**config.mk**
```make
export PLATFORM = sky130hd
export DESIGN_NAME = imem_loader
export DESIGN_NICKNAME = d
export VERILOG_FILES = /design/src/rtl/imem_loader.sv
export SDC_FILE = /design/constraint.sdc
export NUM_CORES = 1
export LEC_CHECK = 0
export ABC_AREA = 1
export CORE_MARGIN = 5
export CORE_UTILIZATION = 46
export DETAILED_ROUTE_END_ITERATION = 10
export PLACE_DENSITY = 0.77
export SYNTH_ARGS = -nofsm -noshare
export SYNTH_HDL_FRONTEND = slang
export SYNTH_SLANG_ARGS = --single-unit
export TNS_END_PERCENT = 30
```
**constraint.sdc**
```tcl
create_clock -name clk -period 1.4 [get_ports clk]
set_input_delay 0.35 -clock clk [delete_from_list [all_inputs] [get_ports clk]]
set_output_delay 0.35 -clock clk [all_outputs]
set_load 0.05 [all_outputs]
```
**src/rtl/imem_loader.sv**
```systemverilog
// Byte-stream program loader: frames of {count, 4*count big-endian bytes} become
// one instruction RAM write per word. Optional trailer checksum: IMEM_LOADER_CHECKSUM_EN.
module imem_loader #(
    parameter int MAX_WORDS = 64
) (
    input  logic        clk,
    input  logic        reset,
    input  logic [7:0]  rx_data,
    input  logic        rx_valid,
    output logic        rx_ready,
    output logic        wr_en,
    output logic [31:0] wr_addr,
    output logic [31:0] wr_data,
    output logic        cpu_reset,
    output logic        load_done,
    output logic        load_error
);

    typedef enum logic [2:0] {
        S_IDLE,
        S_RECV,
        S_WRITE,
        S_DONE,
`ifdef IMEM_LOADER_CHECKSUM_EN
        S_CHECK,
`endif
        S_ERROR
    } state_t;

    localparam logic [7:0] MAX_N = 8'(MAX_WORDS);

    state_t      state_q, state_d;
    logic [7:0]  count_q, count_d;
    logic [7:0]  idx_q,   idx_d;
    logic [1:0]  bcnt_q,  bcnt_d;
    logic [23:0] word_q,  word_d;
    logic [31:0] addr_q,  addr_d;
    logic [31:0] data_q,  data_d;
`ifdef IMEM_LOADER_CHECKSUM_EN
    logic [7:0]  csum_q,  csum_d;
`endif

    logic xfer;
    assign xfer = rx_valid && rx_ready;

    always_comb begin
        state_d  = state_q;
        count_d  = count_q;
        idx_d    = idx_q;
        bcnt_d   = bcnt_q;
        word_d   = word_q;
        addr_d   = addr_q;
        data_d   = data_q;
`ifdef IMEM_LOADER_CHECKSUM_EN
        csum_d   = csum_q;
`endif
        rx_ready = 1'b0;
        wr_en    = 1'b0;

        case (state_q)
            S_IDLE: begin
                rx_ready = 1'b1;
                if (xfer) begin
                    count_d = rx_data;
                    idx_d   = 8'd0;
                    bcnt_d  = 2'd0;
`ifdef IMEM_LOADER_CHECKSUM_EN
                    csum_d  = rx_data;
`endif
                    if (rx_data == 8'd0 || rx_data > MAX_N) begin
                        state_d = S_ERROR;
                    end else begin
                        state_d = S_RECV;
                    end
                end
            end
            S_RECV: begin
                rx_ready = 1'b1;
                if (xfer) begin
                    word_d = {word_q[15:0], rx_data};
                    bcnt_d = bcnt_q + 2'd1;
`ifdef IMEM_LOADER_CHECKSUM_EN
                    csum_d = csum_q ^ rx_data;
`endif
                    // The 4th byte completes the word; the write strobe follows next cycle.
                    if (bcnt_q == 2'd3) begin
                        data_d  = {word_q, rx_data};
                        addr_d  = {22'd0, idx_q, 2'b00};
                        state_d = S_WRITE;
                    end
                end
            end
            S_WRITE: begin
                wr_en = 1'b1;
                idx_d = idx_q + 8'd1;
                if (idx_q == count_q - 8'd1) begin
`ifdef IMEM_LOADER_CHECKSUM_EN
                    state_d = S_CHECK;
`else
                    state_d = S_DONE;
`endif
                end else begin
                    state_d = S_RECV;
                end
            end
`ifdef IMEM_LOADER_CHECKSUM_EN
            S_CHECK: begin
                rx_ready = 1'b1;
                if (xfer) begin
                    state_d = (rx_data == csum_q) ? S_DONE : S_ERROR;
                end
            end
`endif
            S_DONE:  ;
            S_ERROR: ;
            default: state_d = S_IDLE;
        endcase
    end

    always_ff @(posedge clk) begin
        if (reset) begin
            state_q <= S_IDLE;
            count_q <= 8'd0;
            idx_q   <= 8'd0;
            bcnt_q  <= 2'd0;
            word_q  <= 24'd0;
            addr_q  <= 32'd0;
            data_q  <= 32'd0;
`ifdef IMEM_LOADER_CHECKSUM_EN
            csum_q  <= 8'd0;
`endif
        end else begin
            state_q <= state_d;
            count_q <= count_d;
            idx_q   <= idx_d;
            bcnt_q  <= bcnt_d;
            word_q  <= word_d;
            addr_q  <= addr_d;
            data_q  <= data_d;
`ifdef IMEM_LOADER_CHECKSUM_EN
            csum_q  <= csum_d;
`endif
        end
    end

    // Address/data registers only load on a completed word, so they hold between writes.
    assign wr_addr    = addr_q;
    assign wr_data    = data_q;
    assign cpu_reset  = (state_q != S_DONE);
    assign load_done  = (state_q == S_DONE);
    assign load_error = (state_q == S_ERROR);

endmodule

```
# Yosys cells after proc, flatten, opt, wreduce, memory -nomap -nowiden
# Index checks and enable logic that the tools add are counted.
[totals]
regBits = 85
elab_cells = 49
out_inout_bits = 69
[classes]
magnitude_cmp = 1
n_reduce_logical = 14
n_addsub = 3
n_bitwise = 1
n_eq_ne = 10
mux = 13
[ops]
columns = ["cell", "n"]
rows = [
  ["case mux 8 bit (2 select lines)", 1],
  ["two-way mux 3 bit", 4],
  ["case mux 3 bit (4 select lines)", 1],
  ["adder 8 x 1 -> 8 bit, second input constant", 1],
  ["equality test 8 bit", 1],
  ["greater-than comparator 8 x 7 -> 1 bit, second input constant", 1],
  ["zero test 8 bit", 1],
  ["two-way mux 8 bit", 1],
  ["subtractor 8 x 1 -> 8 bit, second input constant", 1],
  ["equality test 3 x 2 -> 1 bit, second input constant", 2],
  ["two-way mux 2 bit", 3],
  ["inequality test 2 bit, second input constant", 3],
  ["AND reduction 2 bit", 3],
  ["AND reduction 3 bit", 2],
  ["case mux 2 bit (2 select lines)", 1],
  ["AND reduction 4 bit", 1],
  ["nonzero test 2 bit", 2],
  ["OR reduction 2 bit", 2],
  ["equality test 3 x 1 -> 1 bit, second input constant", 1],
  ["equality test 3 bit, second input constant", 1],
  ["zero test 3 bit", 1],
  ["inequality test 3 x 2 -> 1 bit, second input constant", 1],
  ["adder 2 x 1 -> 2 bit, second input constant", 1],
  ["equality test 2 bit, second input constant", 1],
  ["other kinds (4)", 5],
]

# Depth between registers and ports, before layout
# Gate-level depths: netlist (run 1).
[depth]
ltp_word = 6
ltp_mapped = 13
ltp_nobuf = 13

# Worst setup path before layout (run 1)
# No wires, ideal clock.
[synth_timing]
kind = "flip-flop to output port"
startpoint = "register bcnt_q[0] (netlist name)"
endpoint = "output port cpu_reset"
path_buffers = 1
slack_ns = -1.017
arrival_time_ns = 2.067
t_required_ns = 1.050
path_stages_with_launch = 9
cell_sequence = "dfxtp_1 ha_1 clkbuf_1 nand3_1 nand2_1 o211ai_1 inv_1 nor2_1 inv_1"
[synth_rtl]
columns = ["item", "line_no", "source"]
rows = [
  ["end, declared", "14", "output logic cpu_reset,"],
]

# Final worst setup path (run 1)
[layout_timing]
startpoint = "register state_q[0]"
endpoint = "output port cpu_reset"
[layout_between]
elab_chain_cells = 1
[layout_rtl]
columns = ["item", "line_no", "source"]
rows = [
  ["start, declared", "32", "state_t state_q, state_d;"],
  ["start signal, assigned", "133", "state_q <= state_d;"],
  ["inequality test 3 x 2 -> 1 bit", "149", "assign cpu_reset = (state_q != S_DONE);"],
]
# No other way between the ends.

==> impl_metrics.csv, run 1 <==
group,metric,value,unit
place,numPortBuffers,55,
sta,period_needed,1.96,ns
cells_and_area,fillCellCount,465,
logic_synthesis,synthTopCellsByArea,"dfxtp_1, nand2_1, a21oi_1",
worst_setup_path,critPathLaunchType,"flop",
pwr,finalPower,5580,uW
cells_and_area,n_antenna_cell,0,
sta,worst_pin_slew,0.553,ns
cts,cts_root_buf,"clkbuf_8",
logic_synthesis,synth_area,0.00375,mm^2
worst_setup_path,cp_common_cell,"nor2_4",
floorplan,dieHeight,100,um
cts,clk_latency,0.37,ns
floorplan,core,0.00809,mm^2
logic_synthesis,yosysTopAreaCellShare,0.454,
worst_setup_path,arrival,1.61,ns
worst_setup_path,cp.required,1.05,ns
pwr,peakVddDrop,0.726,mV
floorplan,die_area,0.0101,mm^2
worst_setup_path,max_stage_delay,0.39,ns
sta,slew_viol_final,0,
logic_synthesis,synth_ff_type,"dfxtp_1",
worst_setup_path,crit_path_top_delay_cell,"dfxtp_4",
grt,grt_pass1_wl,17900,um
place,dp_hpwl,6900,um
grt,first_global_vias,3755,
logic_synthesis,synth_cell_types,27,
floorplan,rows,33,
logic_synthesis,synth_enable_flop_cells,0,
grt,gr-usage-all-layers,0.223,
detailed_routing,vias_per_cell,5.89,
cts,clock_path_buffers,2,
sta,finalHoldViolations,0,
logic_synthesis,synthArstFlopShare,0,
sta,setup_slack,-0.562,ns
worst_setup_path,criticalPathCategory,"flop to primary output",
cells_and_area,final_util,0.741,
detailed_routing,wire_per_inst,20.1,um
cts,clk_pin_slew,0.09,ns
flow_run,drv_cap,0,
logic_synthesis,yosys_register_bits,85,
floorplan,io_pins,80,
grt,grt_max_degree,42,
detailed_routing,drc,0,
sta,fin_skew,0.0111,ns
worst_setup_path,end_kind,"primary output",
worst_hold_path,hold_class,"input port to flop",
place,gp_congestion,0.849,
worst_setup_path,critPathMaxFanout,2,
cts,numCtsBuffers,9,
cts,htree_levels,3,
sta,fmax,510,MHz
grt,grt_antenna_before_repair,1,
cells_and_area,nets,618,
logic_synthesis,yosys_warnings,0,
logic_synthesis,synthTopCellsByCount,"nand2_1, dfxtp_1, nor2_1",
logic_synthesis,synth_cells,508,
floorplan,initial_core_util,0.464,
detailed_routing,ant_nets,0,
cts,hold_buffers,0,
logic_synthesis,syn_area_per_cell,7.38,um^2
logic_synthesis,seq_area_frac_synth,0.454,
run_status,violations,"negative setup slack",
detailed_routing,vias,4209,
logic_synthesis,synth_most_common_cell,"nand2_1",
floorplan,die_w,100,um
place,placed_cells,678,
cells_and_area,drive_gt1_frac,0.379,
sta,rsz0062_at_grt,"yes",
worst_setup_path,path_cells,"inv_4, nor2_4, nand2_2, o211ai_1, inv_1, nor2_4, inv_2, buf_12",
cells_and_area,finalNonFillerCells,714,
grt,grt_overflow_total,0,
cells_and_area,syn_to_final_growth,59.9,%
worst_setup_path,rrSetupSlack,-0.39,ns
pwr,leakage,0.00236,uW
run_status,status,"finished with violations",
sta,totalNegativeSetupSlack,-23.87,ns
sta,slew-limit-headroom,0.632,
sta,min_period_over_period,1.40,
logic_synthesis,yosysTopAreaCell,"dfxtp_1",
cts,cts_tree,"done",
detailed_routing,drt-pass1-iter-count,5,
detailed_routing,wl,14300,um
pwr,powerDensity,929,mW/mm^2
detailed_routing,drt-initial-drc-count,487,
cts,cts.sinks,85,
sta,setup_violations,81,
layout make-up:
cell class	count	area, um^2	share of cell area
clock buffer	9	124	0.0206
clock inverter	7	73.8	0.0123
inverter	32	131	0.0219
multi-input combinational	359	2110	0.352
sequential	85	1720	0.287
tap	105	131	0.0219
timing repair buffer	117	1710	0.285
critical path, delay by kind of cell, from the launching register on:
family                 cells  cell delay, ns
AO/OA/AOI/OAI              1            0.12
buffers and inverters      4            0.38
flip-flops                 1            0.39
AND/OR/NAND/NOR            3            0.34
metal layers:
metal | vias up | track usage | share of wire
li1 | 1806 | - | -
met2 | 339 | 0.382 | 0.49
met4 | 2 | 0.140 | 0.061
met1 | 1970 | 0.251 | 0.35
met5 | - | 0 | 0.00077
met3 | 92 | 0.0452 | 0.094
per-stage QoR:
| step | hold WS (ns) | setup WS [ns] | cell area [um^2] |
|---|---|---|---|
| after global routing | 0.460 | -0.614 | 6000 |
| after CTS | 0.491 | -0.477 | 5420 |
| after detailed placement | 0.461 | -0.557 | 4980 |
| after global placement | 0.454 | -0.459 | 4980 |
| after floorplan | 0.438 | -0.477 | 3840 |
| final | 0.432 | -0.562 | 6000 |
sequential cells by signal, indices dropped and copies added (netlist names):
signal   cells
idx_q        8
wr_addr      8
count_q      8
state_q      3
word_q      24
wr_data     32
bcnt_q       2
timing repair:
action | CTS | global route
gates cloned | 0 | 7
setup buffers | 12 | 8
gates resized for setup | 54 | 115
endpoints found under the setup margin | 75 | 83
pin swaps | 17 | 23
layout by cell type (no fill, tap or decap), drive strengths merged, types with 4 or more instances in the layout:
master and instances:
nand2 91, clkinv 4, dlymetal6s2s 4, dfxtp 85, clkbuf 15, nand3 56, a21oi 60, o21ai 42
nor2 71, conb 24, inv 32, buf 101, clkdlybuf4s50 5
cells by family after synthesis:
| family | share of synthesized area |
|---|---|
| buf+inv | 0.123 |
| other cells | 0.00100 |
| xor+xnor | 0.00701 |
| flops | 0.454 |
| fa+ha+maj | 0.0100 |
| simple gates | 0.257 |
| compound gates | 0.148 |
where the power goes:
part           total [uW]  internal [uW]  switching, uW
sequential           2580           2490           91.6
clock                1780            830            948
combinational        1210            455            759
final timing paths:
check	start	endpoint	cells after the start
max	state_q[0]	cpu_reset	8
min	rx_data[4]	word_q[4]	4
max reg2reg	state_q[0]	wr_data[20]	11
min reg2reg	word_q[21]	wr_data[29]	2
Power figures use the tool's default switching activity.
==> run 2: changes to the inputs <==
--- a/config.mk
+++ b/config.mk
@@ -6,8 +6,10 @@
 export NUM_CORES = 1
 export LEC_CHECK = 0
 export ABC_AREA = 1
-export CORE_MARGIN = 5
-export CORE_UTILIZATION = 46
+export CELL_PAD_IN_SITES_DETAIL_PLACEMENT = 1
+export CELL_PAD_IN_SITES_GLOBAL_PLACEMENT = 1
+export CORE_UTILIZATION = 33
+export CTS_CLUSTER_SIZE = 24
 export DETAILED_ROUTE_END_ITERATION = 10
 export PLACE_DENSITY = 0.77
 export SYNTH_ARGS = -nofsm -noshare
==> impl_metrics.csv, run 2 (synthesis gave the netlist of run 1 again) <==
group,metric,value,unit
run_status,status,"finished with violations",
run_status,violations,"negative setup slack",
cells_and_area,n_antenna_cell,0,
sta,fin_skew,0.00985,ns
cts,hold_buffers,0,
sta,slew_viol_final,0,
place,dp_hpwl,7840,um
sta,rsz0062_at_grt,"yes",
cts,cts_tree,"done",
worst_hold_path,worstHoldEndpoint,"wr_data[26]",
cells_and_area,final_cell_mix,"dfxtp_1, nand2_1, nor2_1",
place,numPortBuffers,55,
floorplan,die_area,0.0118,mm^2
place,gp_congestion,0.804,
cells_and_area,layout_commonest_cell,"dfxtp_1",
detailed_routing,vias,4082,
detailed_routing,wl,15200,um
cts,clk_pin_slew,0.07,ns
worst_setup_path,r2r-start,"count_q[1]",
sta,fmax,531,MHz
floorplan,initial_core_util,0.343,
worst_setup_path,critPathMaxFanout,2,
worst_hold_path,hold_class,"flop to flop",
cts,clock_path_buffers,2,
worst_setup_path,criticalPathCategory,"flop to primary output",
sta,finalHoldViolations,0,
floorplan,io_pins,80,
cells_and_area,final_util,0.548,
floorplan,die_w,109,um
detailed_routing,vias_per_cell,5.42,
cells_and_area,nets,622,
cells_and_area,fillCellCount,1248,
worst_setup_path,max_stage_delay,0.35,ns
worst_setup_path,reg2reg_to,"state_q[1]",
cells_and_area,largest_register_ffs,32,
cts,htree_levels,3,
cells_and_area,finalInstanceArea,0.00599,mm^2
sta,period_needed,1.88,ns
detailed_routing,drt-pass1-iter-count,5,
cells_and_area,syn_to_final_growth,59.6,%
sta,setup_violations,85,
worst_hold_path,hold_depth,2,
cts,cts_root_buf,"clkbuf_16",
worst_setup_path,cp.required,1.05,ns
worst_setup_path,arrival,1.53,ns
grt,grt_pass1_wl,21900,um
detailed_routing,drt-initial-drc-count,260,
sta,setup_slack,-0.482,ns
cts,numCtsBuffers,9,
worst_setup_path,worstRegToRegCells,11,
sta,min_period_over_period,1.34,
worst_setup_path,crit_path_top_delay_cell,"dfxtp_4",
cts,cts.sinks,85,
worst_setup_path,critical-path-top-delay-family,"flip-flops",
detailed_routing,ant_nets,0,
place,place_area,0.00503,mm^2
grt,gr-usage-all-layers,0.244,
floorplan,rows,38,
pwr,leakage,0.00237,uW
grt,first_global_vias,4177,
worst_setup_path,critPathLaunchType,"flop",
worst_setup_path,cp.buffers_inverters,3,
grt,grt_antenna_before_repair,0,
detailed_routing,drc,0,
flow_run,drv_cap,0,
grt,grt_overflow_total,0,
worst_hold_path,min_from,"word_q[18]",
cells_and_area,drive_gt1_frac,0.349,
floorplan,dieHeight,109,um
worst_setup_path,end_kind,"primary output",
grt,grt_max_degree,50,
cts,clk_latency,0.34,ns
worst_setup_path,path_cells,"ha_4, nand3_2, nand2_2, o211ai_1, inv_1, nor2_4, inv_2, buf_12",
pwr,peakVddDrop,0.711,mV
detailed_routing,wire_per_inst,20.1,um
pwr,powerDensity,1030,mW/mm^2
worst_setup_path,rrSetupSlack,-0.41,ns
floorplan,core,0.0109,mm^2
-- run 2: cell count changes in the layout (fill, tap and decap cells not counted), sizes merged --
cell           delta
dlymetal6s2s      -4
clkbuf            -4
inv               +2
nor2              +1
buf               +6
clkdlybuf4s50     +4
clkinv            -2
bufinv            -1
bufbuf            +1
clkinvlp          +1
-- run 2: metal layers --
metal / part of all wire / wire, um / global-route usage
met3: 0.050 / 754 / 0.0442
met2: 0.52 / 7900 / 0.447
met1: 0.37 / 5680 / 0.274
met5: 0 / 0 / 0
met4: 0.054 / 822 / 0.108
-- run 2: power breakdown --
group / internal [uW] / switching, uW / total (uW)
combinational: 455 / 804 / 1260
clock: 1230 / 1100 / 2330
sequential: 2490 / 87.4 / 2580
-- run 2: area by class of cell --
class                   count  area, um^2  area share
inverters                  32         124      0.0207
flip-flops and latches     85        1720       0.286
multi-input cells         360        1960       0.327
well taps                 140         175      0.0293
clock buffers               9         225      0.0376
clock inverters             7        57.6     0.00961
repair buffers            120        1730       0.289
-- run 2: how the worst max path moves through the flow --
stage / start / endpoint / slack [ns] / depth (start not counted)
4_1_cts: state_q[1] / cpu_reset / -0.45 / 7
3_5_place_dp: rx_valid / cpu_reset / -0.50 / 8
6_report: bcnt_q[0] / cpu_reset / -0.48 / 8
3_3_place_gp: rx_valid / cpu_reset / -0.46 / 8
5_1_grt: bcnt_q[0] / cpu_reset / -0.53 / 8
2_1_floorplan: bcnt_q[0] / cpu_reset / -0.48 / 8
-- run 2: worst register-to-register path, cell delays in order, from the launching register on --
cell	delay, ns
dfxtp_2	0.33
buf_4	0.14
nor2_2	0.17
nand2_1	0.18
o21ai_0	0.26
nand3_1	0.11
nand2_1	0.12
nor2_1	0.07
nand2_1	0.12
nand2_1	0.08
nand2_2	0.07
a21oi_2	0.05
-- run 2: metrics by stage --
stage          setup TNS (ns)  hold WS [ns]  setup WS (ns)  instances  power, uW
6_report               -16.96         0.496         -0.482        753       6170
5_1_grt                -22.36         0.522         -0.535        753       6370
4_1_cts                 -7.74         0.498         -0.451        744       5980
3_5_place_dp           -34.79         0.485         -0.496        715       3560
3_3_place_gp           -32.59         0.452         -0.459        715       3520
2_1_floorplan           -1.04         0.438         -0.477        531       3250
-- run 2: repair_timing --
item,CTS,global route
pin swaps,23,20
resized for setup,56,65
endpoints found under the setup margin,79,88
buffers inserted,8,7
cloned,5,2
